### config.mk
export PLATFORM = sky130hd
export DESIGN_NAME = adder_feeder
export DESIGN_NICKNAME = d
export VERILOG_FILES = /design/src/rtl/adder_pkg.sv /design/src/rtl/adder_fifo.sv /design/src/rtl/adder_feeder.sv
export SDC_FILE = /design/constraint.sdc
export NUM_CORES = 1
export LEC_CHECK = 0
export BUFFER_PORTS_ARGS = -buffer_cell sky130_fd_sc_hd__buf_4
export CELL_PAD_IN_SITES_DETAIL_PLACEMENT = 1
export CELL_PAD_IN_SITES_GLOBAL_PLACEMENT = 1
export CORE_ASPECT_RATIO = 2
export CORE_UTILIZATION = 45
export DETAILED_ROUTE_END_ITERATION = 16
export PLACE_DENSITY = 0.76
export SYNTH_ARGS = -nofsm -noshare
export SYNTH_HDL_FRONTEND = slang
export SYNTH_HIERARCHICAL = 1
export SYNTH_SLANG_ARGS = --single-unit
### constraint.sdc
create_clock -name clk -period 3.6 [get_ports clk]
set_input_delay 0.36 -clock clk [delete_from_list [all_inputs] [get_ports clk]]
set_output_delay 0.36 -clock clk [all_outputs]
set_load 0.05 [all_outputs]
### src/rtl/adder_pkg.sv
// Shared operand/sum types for the adder and the blocks that feed it.
package adder_pkg;

    localparam int OPW = 16;

    typedef logic [OPW-1:0] operand_t;
    typedef logic [OPW:0]   sum_t;

    // One queued operand pair; a occupies the upper half when packed.
    typedef struct packed {
        operand_t a;
        operand_t b;
    } pair_t;

endpackage

### src/rtl/adder_fifo.sv
// Synchronous FIFO with asynchronous reset. Pointers carry one extra bit so
// that full and empty can be told apart when the index bits match.
module adder_fifo #(
    parameter int WIDTH = 32,
    parameter int DEPTH = 4
) (
    input  logic                     clk,
    input  logic                     rst,
    input  logic                     push,
    input  logic [WIDTH-1:0]         wdata,
    input  logic                     pop,
    output logic [WIDTH-1:0]         rdata,
    output logic                     full,
    output logic                     empty,
    output logic [$clog2(DEPTH):0]   count
);

    localparam int AW = $clog2(DEPTH);

    logic [WIDTH-1:0] mem [DEPTH];
    logic [AW:0]      wptr;
    logic [AW:0]      rptr;
    logic             do_push;
    logic             do_pop;

    // A push into a full FIFO is dropped even if a pop happens in the same cycle.
    assign do_push = push && !full;
    assign do_pop  = pop && !empty;

    assign empty = (wptr == rptr);
    assign full  = (wptr[AW] != rptr[AW]) && (wptr[AW-1:0] == rptr[AW-1:0]);
    assign count = wptr - rptr;
    assign rdata = mem[rptr[AW-1:0]];

    // Pointer update; both wrap naturally modulo 2*DEPTH.
    always_ff @(posedge clk or posedge rst) begin
        if (rst) begin
            wptr <= '0;
            rptr <= '0;
        end else begin
            if (do_push) wptr <= wptr + 1'b1;
            if (do_pop)  rptr <= rptr + 1'b1;
        end
    end

    // Storage array; contents are don't-care until written, so no reset.
    always_ff @(posedge clk) begin
        if (do_push) mem[wptr[AW-1:0]] <= wdata;
    end

endmodule

### src/rtl/adder_feeder.sv
// Feeds operand pairs to an external fixed-latency adder and collects its
// sums in order. Issue is credit-limited so that every sum in flight is
// guaranteed a slot in the result FIFO when it comes back.
module adder_feeder
    import adder_pkg::*;
#(
    parameter int DEPTH     = 4,
    parameter int ADDER_LAT = 1
) (
    input  logic                   clk,
    input  logic                   rst,
    input  logic                   in_valid,
    output logic                   in_ready,
    input  logic [OPW-1:0]         in_a,
    input  logic [OPW-1:0]         in_b,
    output logic [OPW-1:0]         o_a,
    output logic [OPW-1:0]         o_b,
    input  logic [OPW:0]           i_sum,
    output logic                   out_valid,
    input  logic                   out_ready,
    output logic [OPW:0]           out_sum,
    output logic [$clog2(DEPTH):0] level
);

    localparam int AW = $clog2(DEPTH);
    localparam logic [AW+1:0] LIMIT = DEPTH[AW+1:0];

    pair_t          in_pair;
    pair_t          head_pair;
    logic           op_full;
    logic           op_empty;
    logic [AW:0]    op_count;
    logic           push_op;

    sum_t           res_head;
    logic           res_full;
    logic           res_empty;
    logic [AW:0]    res_count;

    logic [ADDER_LAT:0] pipe;
    logic [AW:0]        inflight;
    logic [AW+1:0]      committed;
    logic               issue;
    logic               capture;

    // Handshake: a pair moves on a rising edge where in_valid && in_ready,
    // a result moves where out_valid && out_ready; neither side may make
    // its valid depend on the other side's ready.
    assign in_pair  = {in_a, in_b};
    assign in_ready = !op_full && !rst;
    assign push_op  = in_valid && in_ready;

    // Results already stored plus sums still in the adder must stay within
    // the result FIFO, otherwise a returning sum could find no room.
    assign committed = {1'b0, res_count} + {1'b0, inflight};
    assign issue     = !op_empty && (committed < LIMIT);
    assign capture   = pipe[ADDER_LAT];

    assign out_valid = !res_empty;
    assign out_sum   = out_valid ? res_head : '0;
    assign level     = op_count;

    adder_fifo #(
        .WIDTH ($bits(pair_t)),
        .DEPTH (DEPTH)
    ) u_op_fifo (
        .clk   (clk),
        .rst   (rst),
        .push  (push_op),
        .wdata (in_pair),
        .pop   (issue),
        .rdata (head_pair),
        .full  (op_full),
        .empty (op_empty),
        .count (op_count)
    );

    adder_fifo #(
        .WIDTH ($bits(sum_t)),
        .DEPTH (DEPTH)
    ) u_res_fifo (
        .clk   (clk),
        .rst   (rst),
        .push  (capture),
        .wdata (i_sum),
        .pop   (out_ready),
        .rdata (res_head),
        .full  (res_full),
        .empty (res_empty),
        .count (res_count)
    );

    // Valid pipe: a tag tracks each issued pair until its sum is due on i_sum.
    always_ff @(posedge clk or posedge rst) begin
        if (rst) begin
            pipe <= '0;
        end else begin
            pipe[0] <= issue;
            for (int i = 1; i <= ADDER_LAT; i++) begin
                pipe[i] <= pipe[i-1];
            end
        end
    end

    // Count of tags in the pipe; issue and capture together cancel out.
    always_ff @(posedge clk or posedge rst) begin
        if (rst) begin
            inflight <= '0;
        end else begin
            case ({issue, capture})
                2'b10:   inflight <= inflight + 1'b1;
                2'b01:   inflight <= inflight - 1'b1;
                default: inflight <= inflight;
            endcase
        end
    end

    // Operand registers toward the adder; zero whenever nothing is issued.
    always_ff @(posedge clk or posedge rst) begin
        if (rst) begin
            o_a <= '0;
            o_b <= '0;
        end else if (issue) begin
            o_a <= head_pair.a;
            o_b <= head_pair.b;
        end else begin
            o_a <= '0;
            o_b <= '0;
        end
    end

    // The credit scheme must make a capture into a full result FIFO impossible.
    assert property (@(posedge clk) disable iff (rst) capture |-> !res_full);

endmodule

==> results.sh <==
export IMPL_status="complete, no violations"
export IMPL_drv_cap=0
export IMPL_cp_slowest_cell="or4_4"
export IMPL_core_region_area_um2=20500
export IMPL_rsz0062_at_grt="false"
export IMPL_clock_skew_ns=0.00597
export IMPL_synth_nets=527
export IMPL_cts_path_max_buffers=3
export IMPL_vdd_drop_max_uv=524
export IMPL_diodes=0
export IMPL_ant_nets=0
export IMPL_synth_cells=454
export IMPL_fin_crit_sh_pct=93.7
export IMPL_finalCriticalPeriod_ns=3.37
export IMPL_fmax_ghz=0.297
export IMPL_grt_pass1_vias=5240
export IMPL_grt_overflow=0
export IMPL_clkLatencyLatePin_ns=0.50
export IMPL_drt_iter0_drc=179
export IMPL_p_leak_nw=4.25
export IMPL_utilization_pct=55.2
export IMPL_fin_nets=654
export IMPL_syn_area_per_cell_um2=20.8
export IMPL_grt_util_all_layers_pct=17.8
export IMPL_wl_per_cell_um=21.3
export IMPL_h_tree_depth=1
export IMPL_tightestPinTransition_ns=0.949
export IMPL_grt_max_degree=38
export IMPL_tritoncts="built"
export IMPL_path_cells="inv_2 > ha_1 > inv_1 > fa_1 > xnor2_1 > ha_1 > or4_4 > a31oi_4 > inv_1 > ha_1 > fa_2 > xnor2_2 > nor2_1 > xor2_1"
export IMPL_powerDensity_nw_per_um2=962
export IMPL_cp_required_ns=4.02
export IMPL_max_stage_delay_ns=0.49
export IMPL_portBuffers=106
export IMPL_drc=0
export IMPL_reg2reg_slack_ns=0.23
export IMPL_cp_max_fo=4
export IMPL_final_hold_viol_count=0
export IMPL_wl_mm=18.4
export IMPL_slew_violations=0
export IMPL_crit_type="flop to flop"
export IMPL_clockRootBuffer="clkbuf_16"
export IMPL_mostFrequentLayoutCell="edfxtp_1"
export IMPL_avgViaCountPerCell=5.15
export IMPL_hold_class="input port to flop"
export IMPL_grt_pass1_wl_mm=28.8
export IMPL_placed_cells=822
export IMPL_numCtsBuffers=22
export IMPL_die_w_um=104
export IMPL_final_cell_mix="edfxtp_1, buf_4, mux4_2, dfrtp_1, clkbuf_16"
export IMPL_cts_setup_buffers=0
export IMPL_setup_viol=0
export IMPL_crit_top_cell="ha_1"
export IMPL_startpoint_type="flop"
export IMPL_drt_pass1_iter_count=4
export IMPL_die_area_um2=21600
export IMPL_relSlewSlack_pct=36.7
export IMPL_antenna_found_initial=0
export IMPL_fp_dieH_um=207
export IMPL_drive_above_1_share_pct=39.7
export IMPL_cts_sinks=245
export IMPL_endpoint_kind="flop"
export IMPL_finalSetupTns_ns=0
export IMPL_worstPathArrival_ns=3.79
export IMPL_num_vias=4445
export IMPL_start_util_pct=46.1
export IMPL_yosys_warnings=6
export IMPL_dp_hpwl_mm=12.0
export IMPL_fill_cells=1805
export IMPL_ios=107
export IMPL_area_growth_pct=19.6
export IMPL_place_congestion=0.685
export IMPL_stdcell_count=863
export IMPL_netlist_area_um2=9430
export IMPL_rows=74
export IMPL_path_clk_slew_ns=0.06
through the flow:
| step | setup WS (ns) | area (µm²) | total power, W | hold slack (ns) |
|---|---|---|---|---|
| floorplan | 0.000101 | 9430 | 0.00743 | 0.151 |
| CTS | 0.180 | 11300 | 0.0110 | 0.0406 |
| global route | 0.0167 | 11300 | 0.0114 | 0.0379 |
| global placement | 0.309 | 10500 | 0.00845 | 0.323 |
| detailed placement | 0.205 | 10500 | 0.00867 | 0.335 |
| finish | 0.228 | 11300 | 0.0109 | 0.0639 |
worst paths after layout:
path,startpoint,end,cells past startpoint
worst max-delay path,u_res_fifo/wptr[0],inflight[2],14
min in group asynchronous,rst,u_op_fifo/wptr[0],3
worst min register to register,pipe[0],pipe[1],0
worst min-delay path,i_sum[13],u_res_fifo/mem[0][13],1
worst max register to register,u_res_fifo/wptr[0],inflight[2],14
max in group asynchronous,rst,o_a[1],3
critical path: cells and delay by family, from the launching register on:
family	cells	cell delay, ns
xor+xnor	3	0.45
compound gates	1	0.17
simple gates	2	0.61
flops	1	0.43
fa+ha+maj	5	1.44
buf+inv	3	0.22
power breakdown:
| part | internal (W) | total [W] | switching (W) |
|---|---|---|---|
| registers | 0.00361 | 0.00382 | 0.000210 |
| clock network | 0.00134 | 0.00233 | 0.000984 |
| logic | 0.00186 | 0.00471 | 0.00285 |
| total | 0.00681 | 0.0109 | 0.00404 |
area by class of cell:
| type | instances | area, µm² | share of cell area [%] |
|---|---|---|---|
| multi-input cells | 173 | 2140 | 19.0 |
| clock buffers | 29 | 608 | 5.39 |
| inverters | 20 | 75.1 | 0.665 |
| flip-flops and latches | 245 | 7110 | 63.0 |
| clock inverters | 11 | 115 | 1.02 |
| repair buffers | 119 | 896 | 7.94 |
| well taps | 266 | 333 | 2.95 |
timing repair:
action	4_1_cts	5_1_grt
hold endpoints to repair	12	0
hold buffers	1	0
setup endpoints to repair	0	1
resized for setup	0	3
routing by layer:
| metal | global-route usage [%] | up-vias | wire length, µm |
|---|---|---|---|
| met5 | 0 | - | 0 |
| met4 | 5.51 | 0 | 323 |
| met3 | 3.05 | 21 | 853 |
| met2 | 36.0 | 125 | 10700 |
| met1 | 18.1 | 2314 | 6450 |
| li1 | - | 1985 | - |
registers in the layout, indices dropped and copies added, names as in the netlist:
signal / count
o_a: 16
u_res_fifo/mem: 68
o_b: 16
u_op_fifo/mem: 128
u_res_fifo/wptr: 3
u_res_fifo/rptr: 3
pipe: 2
inflight: 3
u_op_fifo/wptr: 3
u_op_fifo/rptr: 3
Note: power is estimated with default switching activity, not from simulation.
